## src/rtl/mem_pipe_arbiter.sv

```systemverilog
// mem_pipe_arbiter: shares one single-port RAM as a FIFO between a writer and a reader.
// Define ARB_ROUND_ROBIN_EN to alternate the winner on conflicts; otherwise writes always win.
module mem_pipe_arbiter #(
    parameter int MEM_ADDR_WIDTH = 4,
    parameter int MEM_DATA_WIDTH = 16
) (
    input  logic                      ti_clk,
    input  logic                      ti_rst_n,
    input  logic                      clear,
    input  logic                      wr_req,
    input  logic [MEM_DATA_WIDTH-1:0] wr_data,
    output logic                      wr_gnt,
    input  logic                      rd_req,
    output logic                      rd_gnt,
    output logic                      rd_valid,
    output logic [MEM_DATA_WIDTH-1:0] rd_data,
    output logic                      mem_en,
    output logic                      mem_we,
    output logic [MEM_ADDR_WIDTH-1:0] mem_addr,
    output logic [MEM_DATA_WIDTH-1:0] mem_wdata,
    input  logic [MEM_DATA_WIDTH-1:0] mem_rdata,
    output logic [MEM_ADDR_WIDTH:0]   count,
    output logic                      empty,
    output logic                      full
);
    logic [MEM_ADDR_WIDTH-1:0] wr_ptr_q, wr_ptr_d, rd_ptr_q, rd_ptr_d;
    logic [MEM_ADDR_WIDTH:0]   count_q, count_d;
    logic                      rd_valid_q, rd_valid_d;
    logic                      wr_elig, rd_elig;
`ifdef ARB_ROUND_ROBIN_EN
    logic                      last_winner_q, last_winner_d;
    logic                      conflict;
`endif

    // Count never exceeds the depth, so its top bit alone marks full
    assign empty     = count_q == '0;
    assign full      = count_q[MEM_ADDR_WIDTH];
    assign count     = count_q;
    assign mem_en    = wr_gnt | rd_gnt;
    assign mem_we    = wr_gnt;
    assign mem_addr  = wr_gnt ? wr_ptr_q : rd_ptr_q;
    assign mem_wdata = wr_data;
    assign rd_data   = mem_rdata;
    assign rd_valid  = rd_valid_q & ti_rst_n;

    // Eligibility, arbitration and next-state for pointers, count and read pipeline
    always_comb begin
        wr_elig = wr_req & ~full & ~clear & ti_rst_n;
        rd_elig = rd_req & ~empty & ~clear & ti_rst_n;
`ifdef ARB_ROUND_ROBIN_EN
        conflict      = wr_elig & rd_elig;
        wr_gnt        = wr_elig & ~(conflict & ~last_winner_q);
        rd_gnt        = rd_elig & ~(conflict & last_winner_q);
        last_winner_d = conflict ? ~last_winner_q : last_winner_q;
`else
        wr_gnt        = wr_elig;
        rd_gnt        = rd_elig & ~wr_elig;
`endif
        wr_ptr_d   = clear ? '0 : wr_ptr_q + MEM_ADDR_WIDTH'(wr_gnt);
        rd_ptr_d   = clear ? '0 : rd_ptr_q + MEM_ADDR_WIDTH'(rd_gnt);
        count_d    = clear ? '0 : count_q + (MEM_ADDR_WIDTH+1)'(wr_gnt) - (MEM_ADDR_WIDTH+1)'(rd_gnt);
        rd_valid_d = rd_gnt;
    end

    // State registers; reset takes precedence over clear
    always_ff @(posedge ti_clk) begin
        if (!ti_rst_n) begin
            wr_ptr_q      <= '0;
            rd_ptr_q      <= '0;
            count_q       <= '0;
            rd_valid_q    <= 1'b0;
`ifdef ARB_ROUND_ROBIN_EN
            last_winner_q <= 1'b0;
`endif
        end else begin
            wr_ptr_q      <= wr_ptr_d;
            rd_ptr_q      <= rd_ptr_d;
            count_q       <= count_d;
            rd_valid_q    <= rd_valid_d;
`ifdef ARB_ROUND_ROBIN_EN
            last_winner_q <= last_winner_d;
`endif
        end
    end
endmodule

```

## config.mk

```make
export PLATFORM = sky130hd
export DESIGN_NAME = mem_pipe_arbiter
export DESIGN_NICKNAME = d
export VERILOG_FILES = /design/src/rtl/mem_pipe_arbiter.sv
export SDC_FILE = /design/constraint.sdc
export NUM_CORES = 1
export LEC_CHECK = 0
export CAP_MARGIN = 5
export CORE_MARGIN = 8
export CORE_UTILIZATION = 36
export DETAILED_ROUTE_END_ITERATION = 8
export PLACE_DENSITY = 0.87
export SLEW_MARGIN = 20
export SYNTH_ARGS = -nofsm -noshare
export SYNTH_HDL_FRONTEND = slang
export SYNTH_SLANG_ARGS = --single-unit
```

## constraint.sdc

```tcl
create_clock -name ti_clk -period 6.1 [get_ports ti_clk]
set_input_delay 1.83 -clock ti_clk [delete_from_list [all_inputs] [get_ports ti_clk]]
set_output_delay 1.83 -clock ti_clk [all_outputs]
set_load 0.02 [all_outputs]
```

==> results of run 1 <==
## worst paths after layout
| kind | endpoint | slack, ps | start |
|---|---|---|---|
| worst max register to register | count[4] | 3080 | count[3] |
| worst min register to register | wr_ptr_q[3] | 530 | wr_ptr_q[3] |
| worst min-delay path | wr_ptr_q[3] | 530 | wr_ptr_q[3] |
| worst max-delay path | mem_addr[3] | 560 | ti_rst_n |
## power by group through the flow
stage / Clock (uW) / Combinational (uW) / Sequential, uW
CTS: 68.2 / 18.5 / 92.7
floorplan: 0 / 41.6 / 95.2
global route: 73.0 / 19.6 / 92.8
finish: 68.2 / 18.3 / 92.7
global placement: 0 / 17.9 / 94.8
detailed placement: 0 / 18.4 / 94.8
## flip-flops by register name, indices dropped and copies added (netlist names)
signal,cells
rd_valid_q,1
count,5
rd_ptr_q,4
wr_ptr_q,4
## metrics by stage
step / utilization [%] / hold slack (ps) / area (um^2) / worst slack, ps / instances
2_1_floorplan: - / 479 / 1070 / 1580 / 113
3_3_place_gp: 35.2 / 496 / 1040 / 576 / 130
3_5_place_dp: 35.2 / 509 / 1040 / 558 / 130
4_1_cts: 36.4 / 529 / 1070 / 546 / 134
5_1_grt: 36.4 / 581 / 1070 / 491 / 134
6_report: 36.4 / 527 / 1070 / 560 / 134
## cell type report
cell class	instances	area (um^2)	share of cell area (%)
Inverter	8	30.0	2.79
Tap cell	33	41.3	3.84
Multi-Input combinational cell	55	487	45.3
Clock buffer	4	36.3	3.38
Timing Repair Buffer	20	200	18.6
Sequential cell	14	280	26.1
## critical path: cells and delay by family
family | cells | cell delay [ps]
buffers and inverters | 2 | 1020
multiplexers | 1 | 310
AND/OR/NAND/NOR | 2 | 540
## Yosys cell counts, drive strengths merged
cell,count,area [um^2]
nor2,7,26.3
a2111oi,2,36.3
a21oi,4,20.0
xnor2,3,26.3
mux2,4,60.1
and2,6,40.0
a21o,1,7.51
o21bai,2,15.0
ha,10,125
nand3b,1,7.51
nor4b,1,8.76
nand2,2,7.51
xor2,3,26.3
inv,8,30.0
buf,36,278
nand2b,3,18.8
nand3,2,10.0
dfxtp,14,280
and3,1,11.3
fa,1,20.0
nor2b,2,20.0
## routing by layer
layer / vias up / global-route usage (%) / routed length (um)
met4: 0 / 6.00 / 47
met3: 6 / 2.97 / 166
met1: 294 / 7.01 / 732
met5: - / 0 / 0
met2: 26 / 13.3 / 933
li1: 306 / - / -
## logic make-up after synthesis
group | share of synthesized area, %
AO/OA/AOI/OAI | 7.33
buffers and inverters | 28.6
XOR/XNOR | 4.89
multiplexers | 5.59
flip-flops | 26.1
AND/OR/NAND/NOR | 14.0
adder cells (fa/ha/maj) | 13.5
==> impl_metrics.tcl, run 1 <==
set metrics [dict create \
    firstDrtPassIters 4 \
    num-nets-final 150 \
    hold_depth 2 \
    avgSynthCellArea_um2 9.51 \
    finalMaxSlewViolations 0 \
    ctsHtreeMaxLevel 1 \
    fillers 293 \
    yosysUniqueCellTypes 25 \
    clock_latency_ps 280 \
    period_share_pct 90.8 \
    swShare_pct 23.3 \
    critPathKind "in -> out" \
    p_sw_uw 41.8 \
    cp_max_fo 9 \
    tightest_slew_ps 460 \
    overflow 0 \
    drt_wl_total_um 1880 \
    worstPathRequired_ps 4270 \
    numCtsBuffers 3 \
    drive_above_1_share_pct 12.9 \
    setup_viol 0 \
    fin_tns_setup_ps 0 \
    netlist_instances 113 \
    grt_pass1_wl_um 3070 \
    cts.clk_slew.worst_paths_ps 80 \
    max-vdd-ir-drop_uv 41.7 \
    clockPowerShare_pct 38.1 \
    crit_chain "clkdlybuf4s50_1, nor2b_4, and3_4, mux2_4, clkdlybuf4s50_1" \
    grt_antenna_before_repair 0 \
    crit_path_frequent_cell "clkdlybuf4s50_1" \
    portBuffers 20 \
    clockRootBuffer "clkbuf_4" \
    hold_path_class "reg -> reg" \
    synthesis.nets 161 \
    cp.arrival_ps 3710 \
    ios 85 \
    status "completed" \
    vias_per_cell 4.72 \
    row_count 20 \
    internal_power_uw 137 \
    dieArea_um2 4990 \
    dp_hpwl_um 1500 \
    grt_pass1_vias 675 \
    drcViolationCount 0 \
    ys_seq_area_share_pct 26.1 \
    coreArea_um2 2950 \
    p_comb_share_pct 10.2 \
    fin_crit_ps 5540 \
    cts_setup_buffers 0 \
    startpoint_type "input pin" \
    fin_worst_skew_ps 7.20 \
    gp_congestion 0.790 \
    ys_warn_count 0 \
    p_per_area_nw_per_um2 167 \
    clkSinkCount 14 \
    grt_usage_pct 7.64 \
    hold_violations 0 \
    pwr-share-seq_pct 51.7 \
    power.leakage_uw 0.000429 \
    vias 632 \
    drtIter0Drc 16 \
    fmax_ghz 0.180 \
    cts_tree "built" \
    slowest_stage "clkdlybuf4s50_1" \
    end_kind "output port" \
    relSlewSlack_pct 68.9 \
    drv_cap 0 \
    worst_r2r_path_depth 13 \
    critPathMaxStageDelay_ps 530 \
    diodes 0 \
    ant_nets 0 \
    grt_max_degree 10 \
    ys_ff_latch 14 \
    syn2layout_area_growth_pct -0.0000930 \
    wire_per_inst_um 14.0 \
    grt_setup_unrepaired "false" \
    synthesis.area_um2 1070 \
    initial_core_util_pct 36.4 \
    fp.dieH_um 70.6 \
    fp.dieW_um 70.6 \
    layout_common_cells "20 x clkdlybuf4s50_1, 14 x dfxtp_1, 10 x ha_1" \
    ctsLongestPathBuffers 2 \
    power_uw 179 \
    holdBufCountCts 0 \
    final_common_cell "clkdlybuf4s50_1" \
    post_cts_resize_count 0 \
]
Note: power is estimated with default switching activity, not from simulation.
==> run 2: changes to the inputs <==
--- a/config.mk
+++ b/config.mk
@@ -5,10 +5,12 @@
 export SDC_FILE = /design/constraint.sdc
 export NUM_CORES = 1
 export LEC_CHECK = 0
+export ABC_CLOCK_PERIOD_IN_PS = 6100
 export CAP_MARGIN = 5
 export CORE_MARGIN = 8
 export CORE_UTILIZATION = 36
 export DETAILED_ROUTE_END_ITERATION = 8
+export GPL_TIMING_DRIVEN = 0
 export PLACE_DENSITY = 0.87
 export SLEW_MARGIN = 20
 export SYNTH_ARGS = -nofsm -noshare
==> run 2 against run 1 <==
Clock-buffer cell count did not move. Sequential share of layout area fell by 9.3 points. Critical path depth rose by 1. Setup slack got worse by 51 ps. Worst hold slack got worse by 9.0 ps. First-iteration DRC count did not move. Core utilization rose by 20 points. Critical path type unchanged. Routed wire length rose by 52%.
==> impl_metrics.tcl, run 2 (synthesis gave the netlist of run 1 again) <==
set metrics [dict create \
    critPathKind "in -> out" \
    numCtsBuffers 3 \
    hold_start "wr_ptr_q[3]" \
    portBuffers 52 \
    power.leakage_uw 0.000730 \
    dp_hpwl_um 2540 \
    overflow 0 \
    period_share_pct 91.7 \
    cts.clk_slew.worst_paths_ps 80 \
    grt_usage_pct 11.0 \
    vias_per_cell 4.44 \
    clock_latency_ps 280 \
    rr_endpoint "count[4]" \
    grt_pass1_vias 988 \
    worstPathRequired_ps 4270 \
    fin_tns_setup_ps 0 \
    post_cts_resize_count 0 \
    grt_setup_unrepaired "false" \
    cp.arrival_ps 3760 \
    relSlewSlack_pct 68.8 \
    fp.dieH_um 70.6 \
    drv_cap 0 \
    p_per_area_nw_per_um2 139 \
    holdBufCountCts 0 \
    drcViolationCount 0 \
    wire_per_inst_um 14.1 \
    fin_worst_skew_ps 7.60 \
    dieArea_um2 4990 \
    hold_path_class "reg -> reg" \
    final_cells 202 \
    ant_nets 0 \
    grt_max_degree 10 \
    fin_crit_ps 5590 \
    drive_above_1_share_pct 29.0 \
    setup_viol 0 \
    final_common_cell "clkdlybuf4s50_1" \
    worst_hold_slack_ps 518 \
    row_count 20 \
    fmax_ghz 0.179 \
    startpoint_type "input pin" \
    tightest_slew_ps 462 \
    drtIter0Drc 16 \
    hold_violations 0 \
    syn2layout_area_growth_pct 55.6 \
    fp.dieW_um 70.6 \
    ios 85 \
    gp_congestion 0.701 \
    cts_tree "built" \
    cts_setup_buffers 0 \
    vias 896 \
    layout_common_cells "52 x clkdlybuf4s50_1, 34 x buf_4, 14 x dfxtp_1" \
    max-vdd-ir-drop_uv 62.7 \
    rrSetupSlack_ps 3080 \
    clkSinkCount 14 \
    dpl.cell_count 198 \
    ctsHtreeMaxLevel 1 \
    end_kind "output port" \
    r2r-start "count[2]" \
    firstDrtPassIters 4 \
    worstHoldEndpoint "wr_ptr_q[3]" \
    grt_pass1_wl_um 4460 \
    drt_wl_total_um 2860 \
    finalMaxSlewViolations 0 \
    initial_core_util_pct 36.4 \
    grt_antenna_before_repair 0 \
    coreArea_um2 2950 \
    cp_max_fo 9 \
    diodes 0 \
    num-nets-final 218 \
    worst_r2r_path_depth 13 \
    largest_reg_flops 5 \
    clockRootBuffer "clkbuf_4" \
    ctsLongestPathBuffers 2 \
    status "completed" \
    hold_depth 2 \
]
==> run 2: where the power goes <==
part	switching [uW]	internal [uW]
Combinational	30.7	41.4
Sequential	0.669	92.0
Clock	31.8	36.3
Total	63.2	170
==> run 2: through the flow <==
stage	instance area [um^2]	utilization (%)	setup slack (ps)	power, uW
global route	1670	56.7	443	243
floorplan	1070	-	1580	137
global placement	1640	55.4	513	167
CTS	1670	56.7	497	237
finish	1670	56.7	508	233
detailed placement	1640	55.4	503	168
==> run 2: how the worst max path moves through the flow <==
stage	from	depth (start not counted)	slack, ps	endpoint
after floorplan	ti_rst_n	4	1580	mem_addr[0]
after global placement	ti_rst_n	6	510	mem_addr[0]
after detailed placement	ti_rst_n	6	500	mem_addr[1]
after CTS	ti_rst_n	6	500	mem_addr[1]
after global routing	ti_rst_n	6	440	mem_addr[1]
final	ti_rst_n	6	510	mem_addr[1]
==> run 2: per-layer routing <==
metal	vias up	global-route usage (%)	routed length [um]
met5	-	0	0
met4	0	4.85	35
met3	4	5.08	316
met2	48	20.6	1560
met1	401	9.80	945
li1	443	-	-
==> run 2: cell type report <==
type                            instances  area, um^2
Inverter                                8        30.0
Clock buffer                            4        36.3
Buffer                                 36         278
Tap cell                               33        41.3
Sequential cell                        14         280
Timing Repair Buffer                   52         520
Multi-Input combinational cell         55         487
Fill cell                             266        1280
==> run 2: critical path: stages <==
cell and delay [ps]:
clkdlybuf4s50_1 490, nor2b_4 240, and3_4 210, buf_6 140, mux2_4 300, clkdlybuf4s50_1 540
